$ cat src/rtl/pe_cntl.sv
// Per-PE loop-nest sequencer: walks input channels (outer) and filter groups (inner),
// issuing one input/weight stream request at a time and waiting on the PPU between groups.
package pe_cntl_pkg;
    localparam int unsigned MAX_NUM_CHANNEL = 4;
    localparam int unsigned MAX_SIZE_OUTPUT = 64;
    localparam int unsigned NUM_LAYERS      = 2;
    localparam int unsigned CH_W            = $clog2(MAX_NUM_CHANNEL);
    localparam int unsigned CB_W            = CH_W + 1;
    localparam int unsigned NUM_W           = $clog2(MAX_SIZE_OUTPUT);
    localparam int unsigned K_W             = 8;
    localparam int unsigned PE_ID_W         = 4;
    localparam int unsigned BND_W           = 8;
    localparam int unsigned DIM_W           = 8;

    typedef struct packed {
        logic [K_W-1:0]             k_Conv_Boundary;
        logic [CB_W-1:0]            c_Conv_Boundary;
        logic [NUM_W-1:0]           num_of_compressed_weight;
        logic [MAX_NUM_CHANNEL-1:0] valid_channel;
        logic [MAX_NUM_CHANNEL-1:0] data_flow_channel;
        logic [BND_W-1:0]           w_Conv_Boundary;
        logic [BND_W-1:0]           a_Conv_Boundary;
        logic [DIM_W-1:0]           Size_of_R;
        logic [DIM_W-1:0]           Size_of_S;
        logic [DIM_W-1:0]           Size_of_W;
        logic [DIM_W-1:0]           Size_of_H;
    } conv_filter_parameter_t;

    typedef struct packed {
        logic               req_input;
        logic               req_filter;
        logic [PE_ID_W-1:0] pe_id;
        logic [CH_W-1:0]    channel_idx;
        logic [K_W-1:0]     k_idx;
        logic [NUM_W-1:0]   num_data;
        logic               data_flow;
        logic               busy;
        logic               layer_done;
    } req_stream_t;
endpackage

module pe_cntl
    import pe_cntl_pkg::*;
#(
    parameter int unsigned PE_num = 0
) (
    input  logic                   clk,
    input  logic                   rst,
    input  logic [NUM_W-1:0]       num_of_compressed_data [MAX_NUM_CHANNEL],
    input  conv_filter_parameter_t Conv_filter_Parameter_TB [NUM_LAYERS],
    input  logic                   PPU_finish_en,
    input  logic                   Stream_filter_finish,
    input  logic                   Stream_input_finish_PE,
    output req_stream_t            Req_Stream_PE
);

    localparam logic [2:0] ST_IDLE       = 3'd0;
    localparam logic [2:0] ST_REQ_INPUT  = 3'd1;
    localparam logic [2:0] ST_REQ_FILTER = 3'd2;
    localparam logic [2:0] ST_WAIT_PPU   = 3'd3;
    localparam logic [2:0] ST_DONE       = 3'd4;

    conv_filter_parameter_t cfg;
    logic [2:0]        state_q, state_d;
    logic [CH_W-1:0]   c_q, c_d;
    logic [K_W-1:0]    k_q, k_d;
    req_stream_t       req_q, req_d;
    logic [CH_W:0]     first_ch, next_ch;
    logic [K_W:0]      k_eff;
    logic              k_more;
    logic              unused_cfg;

    assign cfg = Conv_filter_Parameter_TB[0];

    // Returns {found, index} of the lowest enabled channel in [start, bound).
    function automatic logic [CH_W:0] find_channel(
        input logic [CB_W-1:0]            start,
        input logic [CB_W-1:0]            bound,
        input logic [MAX_NUM_CHANNEL-1:0] valid
    );
        logic [CH_W:0] res;
        res = '0;
        for (int i = 0; i < int'(MAX_NUM_CHANNEL); i++) begin
            if (!res[CH_W] && valid[i] && (CB_W'(i) >= start) && (CB_W'(i) < bound)) begin
                res = {1'b1, CH_W'(i)};
            end
        end
        return res;
    endfunction

    assign first_ch = find_channel('0, cfg.c_Conv_Boundary, cfg.valid_channel);
    assign next_ch  = find_channel(CB_W'(c_q) + CB_W'(1), cfg.c_Conv_Boundary, cfg.valid_channel);

    // A zero group count behaves as a single group.
    assign k_eff  = (cfg.k_Conv_Boundary == '0) ? (K_W+1)'(1) : {1'b0, cfg.k_Conv_Boundary};
    assign k_more = ({1'b0, k_q} + (K_W+1)'(1)) < k_eff;

    always_ff @(posedge clk) begin
        if (rst) begin
            state_q <= ST_IDLE;
            c_q     <= '0;
            k_q     <= '0;
            req_q   <= '0;
            req_q.pe_id <= PE_ID_W'(PE_num);
        end else begin
            state_q <= state_d;
            c_q     <= c_d;
            k_q     <= k_d;
            req_q   <= req_d;
        end
    end

    always_comb begin
        state_d = state_q;
        c_d     = c_q;
        k_d     = k_q;
        case (state_q)
            ST_IDLE: begin
                c_d     = '0;
                k_d     = '0;
                state_d = ST_DONE;
                if (first_ch[CH_W]) begin
                    c_d     = first_ch[CH_W-1:0];
                    state_d = ST_REQ_INPUT;
                end
            end
            ST_REQ_INPUT: begin
                if (Stream_input_finish_PE) begin
                    k_d     = '0;
                    state_d = ST_REQ_FILTER;
                end
            end
            ST_REQ_FILTER: begin
                if (Stream_filter_finish) begin
                    state_d = ST_WAIT_PPU;
                end
            end
            ST_WAIT_PPU: begin
                if (PPU_finish_en) begin
                    if (k_more) begin
                        k_d     = k_q + K_W'(1);
                        state_d = ST_REQ_FILTER;
                    end else begin
                        k_d     = '0;
                        state_d = ST_DONE;
                        if (next_ch[CH_W]) begin
                            c_d     = next_ch[CH_W-1:0];
                            state_d = ST_REQ_INPUT;
                        end
                    end
                end
            end
            ST_DONE: begin
                state_d = ST_DONE;
            end
            default: begin
                state_d = ST_IDLE;
            end
        endcase
    end

    // Bundle is built from the next state so it is registered without an extra cycle of lag.
    always_comb begin
        req_d             = '0;
        req_d.pe_id       = PE_ID_W'(PE_num);
        req_d.channel_idx = c_d;
        req_d.k_idx       = k_d;
        req_d.req_input   = (state_d == ST_REQ_INPUT);
        req_d.req_filter  = (state_d == ST_REQ_FILTER);
        req_d.busy        = (state_d == ST_REQ_INPUT) || (state_d == ST_REQ_FILTER) ||
                            (state_d == ST_WAIT_PPU);
        req_d.layer_done  = (state_d == ST_DONE);
        req_d.data_flow   = (state_d != ST_IDLE) && cfg.data_flow_channel[c_d];
        if (state_d == ST_REQ_INPUT) begin
            req_d.num_data = num_of_compressed_data[c_d];
        end else if (state_d == ST_REQ_FILTER) begin
            req_d.num_data = cfg.num_of_compressed_weight;
        end
    end

    assign Req_Stream_PE = req_q;

    assign unused_cfg = ^{cfg.w_Conv_Boundary, cfg.a_Conv_Boundary, cfg.Size_of_R,
                          cfg.Size_of_S, cfg.Size_of_W, cfg.Size_of_H,
                          Conv_filter_Parameter_TB[1]};

endmodule

$ cat config.mk
export PLATFORM = sky130hd
export DESIGN_NAME = pe_cntl
export DESIGN_NICKNAME = d
export VERILOG_FILES = /design/src/rtl/pe_cntl.sv
export SDC_FILE = /design/constraint.sdc
export NUM_CORES = 1
export LEC_CHECK = 0
export BUFFER_PORTS_ARGS = -buffer_cell sky130_fd_sc_hd__buf_4
export CORE_AREA = 2 2 77 79
export CTS_BUF_LIST = sky130_fd_sc_hd__clkbuf_16
export CTS_CLUSTER_SIZE = 24
export DETAILED_ROUTE_END_ITERATION = 8
export DIE_AREA = 0 0 79 81
export PLACE_DENSITY_LB_ADDON = 0.05
export SYNTH_ARGS = -nofsm -noshare
export SYNTH_HDL_FRONTEND = slang
export SYNTH_SLANG_ARGS = --single-unit
$ cat constraint.sdc
create_clock -name clk -period 3.53 [get_ports clk]
set_input_delay 0.8825 -clock clk [delete_from_list [all_inputs] [get_ports clk]]
set_output_delay 0.8825 -clock clk [all_outputs]
set_load 0.005 [all_outputs]
**After elaboration in Yosys (flattened, before gate mapping)**

Index checks and enable logic that the tools add are counted.
Widths: inputs -> output; s select.

- Output and inout port bits: 25
- Logic and storage cells: 95
- Register bits after elaboration: 28
- Input port bits: 175

- Equality and inequality tests: 8
- $add $sub $neg: 3
- Bitwise logic cells: 1
- Mux-type cells: 32
- Reductions and logical operators: 30
- Magnitude comparators: 11

Operator list:

| cell | count |
|---|---|
| $mux 3 | 14 |
| $mux 8 | 4 |
| $mux 6 | 4 |
| $pmux 8 s3 | 1 |
| $logic_and 1x1->1 | 19 |
| $pmux 3 s5 | 1 |
| $bmux 6 s2 | 1 |
| $eq 3x2->1 const B | 4 |
| $add 8x1->9 const B | 1 |
| $lt 9x8->1 | 1 |
| $add 8x1->8 const B | 1 |
| $logic_not 8->1 | 1 |
| $mux 2 | 4 |
| $eq 3x1->1 const B | 2 |
| $eq 3x3->1 const B | 2 |
| $ge 1x3->1 const A | 2 |
| $ge 2x3->1 const A | 2 |
| $logic_not 1->1 | 6 |
| $lt 1x3->1 const A | 2 |
| $lt 2x3->1 const A | 2 |
| $pmux 2 s2 | 1 |
| $add 2x1->3 const B | 1 |
| $ge 3x3->1 const B | 1 |
| $logic_not 3->1 | 1 |
| 6 further kinds | 7 |

**Depth between registers and ports, before layout**

- Depth in word-level cells: 29
- Mapped depth: 14

**Least setup slack after synthesis**

Ideal clock, no wire load.

- Kind: input -> register
- From: input Conv_filter_Parameter_TB[139] (netlist bit)
- To: register req_q (netlist bit Req_Stream_PE[6])
- Stages: 10
- Buffers on the path: 1
- Setup slack: 343 ps
- Required time: 3408 ps
- Arrival time: 3066 ps
- Library setup time: 122 ps
- Cells stage by stage: inv_1 ha_1 a21bo_1 a211o_1 a21o_1 and2_1 o221ai_4 buf_8 mux2_4 a221o_1

- Word-level cells in the longest chain between the ends: 11
- Elaborated cells on any way between the ends: 17

RTL lines:

| element | RTL line | source |
|---|---|---|
| start, declared | 50 | `input conv_filter_parameter_t Conv_filter_Parameter_TB [NUM_LAYERS],` |
| $logic_not 8->1 | 95 | `assign k_eff = (cfg.k_Conv_Boundary == '0) ? (K_W+1)'(1) : {1'b0, cfg.k_Conv_Boundary};` |
| $mux 8 (*) | 95 |  |
| $lt 9x8->1 (*) | 96 | `assign k_more = ({1'b0, k_q} + (K_W+1)'(1)) < k_eff;` |
| $mux 2 | 140 | `if (k_more) begin` |
| $mux 2 | 139 | `if (PPU_finish_en) begin` |
| $pmux 2 s2 | 117 | `case (state_q)` |
| $not 2->3 (implied by the code) | 175 | `req_d.num_data = num_of_compressed_data[c_d];` |
| $bmux 6 s2 | 175 |  |
| $mux 6 (implied by the code) (2 in series) | 175 |  |
| $mux 6 (*) | 174 | `if (state_d == ST_REQ_INPUT) begin` |
| end signal, assigned | 109 | `req_q <= req_d;` |
| end, declared | 67 | `req_stream_t req_q, req_d;` |

Mark *: on every way between the ends. The rest lies on a longest branch, timed or not. The select of a mux whose other input is x is not followed.
A chain may end at the register's enable or synchronous reset.

==> impl_metrics.env <==
export IMPL_p_per_area_mw_per_mm2=415.2
export IMPL_gr_usage_met3_pct=5.000
export IMPL_dpl_cell_area_sq_mm=0.002356
export IMPL_nNetsFinal=459
export IMPL_num_rows=28
export IMPL_vias=1689
export IMPL_synth_xor_area_share_pct=3.015
export IMPL_leakagePower_uw=0.001160
export IMPL_arrival_ns=3.46
export IMPL_ios=200
export IMPL_fin_crit_ns=3.314
export IMPL_met1_usage_pct=18.86
export IMPL_min_from="Req_Stream_PE[10]$_SDFFE_PP0P_"
export IMPL_hpwl_mm=3.694
export IMPL_yosysSeqAreaShare_pct=27.57
export IMPL_synth_cells=203
export IMPL_r2r_setup_slack_ns=0.22
export IMPL_clk_path_buf_depth=2
export IMPL_rsz0062_at_grt="no"
export IMPL_min_path_type="flip-flop to flip-flop"
export IMPL_layout_cells_non_filler=349
export IMPL_die_area_sq_mm=0.006399
export IMPL_gp_congestion=0.7995
export IMPL_synth_warnings=0
export IMPL_critPathLaunch="Req_Stream_PE[9]$_SDFFE_PP0P_"
export IMPL_stdcell_area_sq_mm=0.002439
export IMPL_drcViolationCount=0
export IMPL_slew_viol_final=0
export IMPL_vdd_drop_max_uv=187.6
export IMPL_syn_avg_cell_area_sq_um=8.586
export IMPL_setup_viol=0
export IMPL_synth_top_family_by_area="compound AO/OA/AOI/OAI gates"
export IMPL_area_growth_synth_to_final_pct=39.91
export IMPL_antenna_found_initial=0
export IMPL_wirelength_mm=4.526
export IMPL_clock_root_buffer="clkbuf_16"
export IMPL_fin_skew_ns=0.001341
export IMPL_cts_htree_levels=1
export IMPL_status="finished, final reports clean"
export IMPL_initial_utilization_pct=30.71
export IMPL_numCtsBuffers=3
export IMPL_crit_required_ns=3.67
export IMPL_internal_power_uw=701.4
export IMPL_fp_dieH_um=81
export IMPL_worstSetupStartpointType="flip-flop"
export IMPL_reg2reg_depth=13
export IMPL_gr_usage_met2_pct=22.20
export IMPL_min_period_over_period_pct=93.87
export IMPL_finalHoldViolations=0
export IMPL_reg2reg_to="Req_Stream_PE[5]$_SDFF_PP0_"
export IMPL_p_sw_uw=311.0
export IMPL_synth_mux_area_fraction_pct=9.332
export IMPL_max_cap_violations=0
export IMPL_drtIter0Drc=67
export IMPL_r2r_start="Req_Stream_PE[9]$_SDFFE_PP0P_"
export IMPL_cts_hold_buf=0
export IMPL_layout_cells_most_common_list="buf_4 (76), nor2_1 (27), dfxtp_1 (24)"
export IMPL_diodes=0
export IMPL_synth_compound_area_share_pct=24.69
export IMPL_dr_pass1_iters=4
export IMPL_grt_pass1_vias=1634
export IMPL_syn_cell_area_sq_mm=0.001743
export IMPL_cts_clk_slew_worst_paths_ns=0.06
export IMPL_setup_tns_ns=0
export IMPL_power_share_clock_pct=23.7
export IMPL_grt_max_degree=18
export IMPL_grt_overflow_total=0
export IMPL_ant_nets=0
export IMPL_ys_ff_latch=24
export IMPL_cts_num_sinks=24
export IMPL_synth_simple_gate_area_share_pct=22.54
export IMPL_clk_latency_ns=0.25
export IMPL_seqPwrFrac_pct=34.3
export IMPL_final_common_cell="buf_4"
export IMPL_grt_use_total_pct=14.33
export IMPL_post_place_cells=346
export IMPL_crit_fanout=15
export IMPL_swShare_pct=30.72
export IMPL_numPortBuffers=74
export IMPL_max_freq_mhz=301.8
export IMPL_via_per_inst=4.840
export IMPL_wl_per_cell_um=12.97
export IMPL_critPathCapture="Req_Stream_PE[5]$_SDFF_PP0_"
export IMPL_critPathKind="flip-flop to flip-flop"
export IMPL_synth_cell_type_count=56
export IMPL_grt_first_pass_wirelength_mm=7.383
export IMPL_busiest_layer="met2"
export IMPL_comb_power_share_pct=41.9
export IMPL_layout_drive_gt1_share_pct=35.40
export IMPL_synthAdderAreaFrac_pct=5.743
export IMPL_core_area_sq_mm=0.005675
export IMPL_die_w_um=79
export IMPL_fillers=586
export IMPL_cts_tree="built"
export IMPL_cp_end_kind="flip-flop"
==> repair_timing <==
item                       CTS  global route
resized for setup            0             1
setup buffers                0             0
setup endpoints to repair    0             6
==> power by group through the flow <==
| stage | logic (uW) | registers [uW] | clock network [uW] |
|---|---|---|---|
| 2_1_floorplan | 276 | 345 | 0 |
| 4_1_cts | 432 | 347 | 252 |
| 3_3_place_gp | 433 | 352 | 0 |
| 5_1_grt | 470 | 353 | 261 |
| 6_report | 425 | 347 | 240 |
| 3_5_place_dp | 432 | 350 | 0 |
==> synthesized netlist by cell type (all sizes together) <==
cell type | n | area share (%)
and2b | 1 | 0.43
or4b | 1 | 0.79
o31a | 1 | 0.50
a221o | 6 | 3.4
xor2 | 2 | 1.0
a21oi | 13 | 4.4
a21bo | 2 | 1.1
inv | 10 | 2.2
mux2i | 8 | 4.6
nor3 | 3 | 1.1
nand3 | 6 | 1.7
o221a | 1 | 0.65
conb | 1 | 0.22
a32oi | 1 | 0.50
a41o | 1 | 0.57
and4b | 1 | 0.57
nor2b | 2 | 0.72
nand2 | 12 | 2.6
ha | 8 | 5.7
a41oi | 2 | 1.4
a31oi | 3 | 1.1
nand4 | 1 | 0.36
nor4b | 3 | 2.7
and2 | 2 | 0.72
and3 | 1 | 0.36
clkbuf | 5 | 1.1
mux2 | 7 | 4.7
and4 | 1 | 0.50
a211o | 2 | 1.0
nand3b | 2 | 0.86
o211ai | 1 | 0.43
nand2b | 2 | 0.72
buf | 7 | 3.7
a211oi | 1 | 0.43
nor2 | 27 | 5.8
or2 | 5 | 1.8
a21o | 4 | 1.7
a22oi | 6 | 2.6
xnor2 | 4 | 2.0
nor4 | 1 | 0.36
or3 | 1 | 0.36
dfxtp | 24 | 28
o21ai | 8 | 2.3
o221ai | 3 | 2.5
==> critical path, stage by stage (launching register included) <==
cell      delay [ns]
dfxtp_1         0.46
ha_1            0.25
and4_1          0.26
nand2_1         0.08
xnor2_1         0.16
ha_1            0.34
a21o_1          0.12
nand2_1         0.06
a21bo_1         0.24
and2_1          0.18
o221ai_4        0.22
buf_12          0.18
mux2_2          0.34
a221o_1         0.32
==> final cells by class <==
type                            instances  area, sq um  share of cell area (%)
Inverter                               10        37.54                   1.539
Clock buffer                            3        75.07                   3.079
Tap cell                               75        93.84                   3.848
Sequential cell                        24        480.5                   19.70
Timing Repair Buffer                   77        590.6                   24.22
Multi-Input combinational cell        160         1161                   47.61
==> cells by family (layout without fill, tap and decap cells) <==
group | after synthesis | count (layout)
compound gates | 55 | 55
xor+xnor | 6 | 6
fa+ha+maj | 8 | 8
buf+inv | 22 | 90
flops | 24 | 24
mux | 15 | 15
other cells | 1 | 4
simple gates | 72 | 72
==> per-stage QoR <==
stage / util (%) / total power [uW] / worst slack, ns / hold slack, ns
finish: 42.97 / 1012 / 0.2165 / 0.5651
global route: 42.97 / 1083 / 0.03223 / 0.6242
CTS: 42.84 / 1031 / 0.2260 / 0.5705
detailed placement: 41.51 / 782.3 / 0.1461 / 0.5515
global placement: 41.51 / 784.8 / 0.1596 / 0.5687
floorplan: - / 620.6 / 0.3427 / 0.5370
==> sequential cells by signal, summed over array words and instances (netlist names) <==
register       cells
Req_Stream_PE     21
state_q            3
==> worst min-delay path by stage <==
stage | to | depth (start not counted) | slack (ns)
finish | Req_Stream_PE[10]$_SDFFE_PP0P_ | 2 | 0.57
global route | Req_Stream_PE[10]$_SDFFE_PP0P_ | 2 | 0.62
CTS | Req_Stream_PE[10]$_SDFFE_PP0P_ | 2 | 0.57
detailed placement | Req_Stream_PE[10]$_SDFFE_PP0P_ | 2 | 0.55
global placement | Req_Stream_PE[10]$_SDFFE_PP0P_ | 2 | 0.57
floorplan | Req_Stream_PE[10]$_SDFFE_PP0P_ | 2 | 0.54
==> layer usage <==
metal | wire [um] | part of all wire [%]
met5 | 0 | 0
met4 | 46 | 1.0
met3 | 458 | 10
met2 | 1906 | 42
met1 | 2115 | 47
Power figures use the tool's default switching activity.
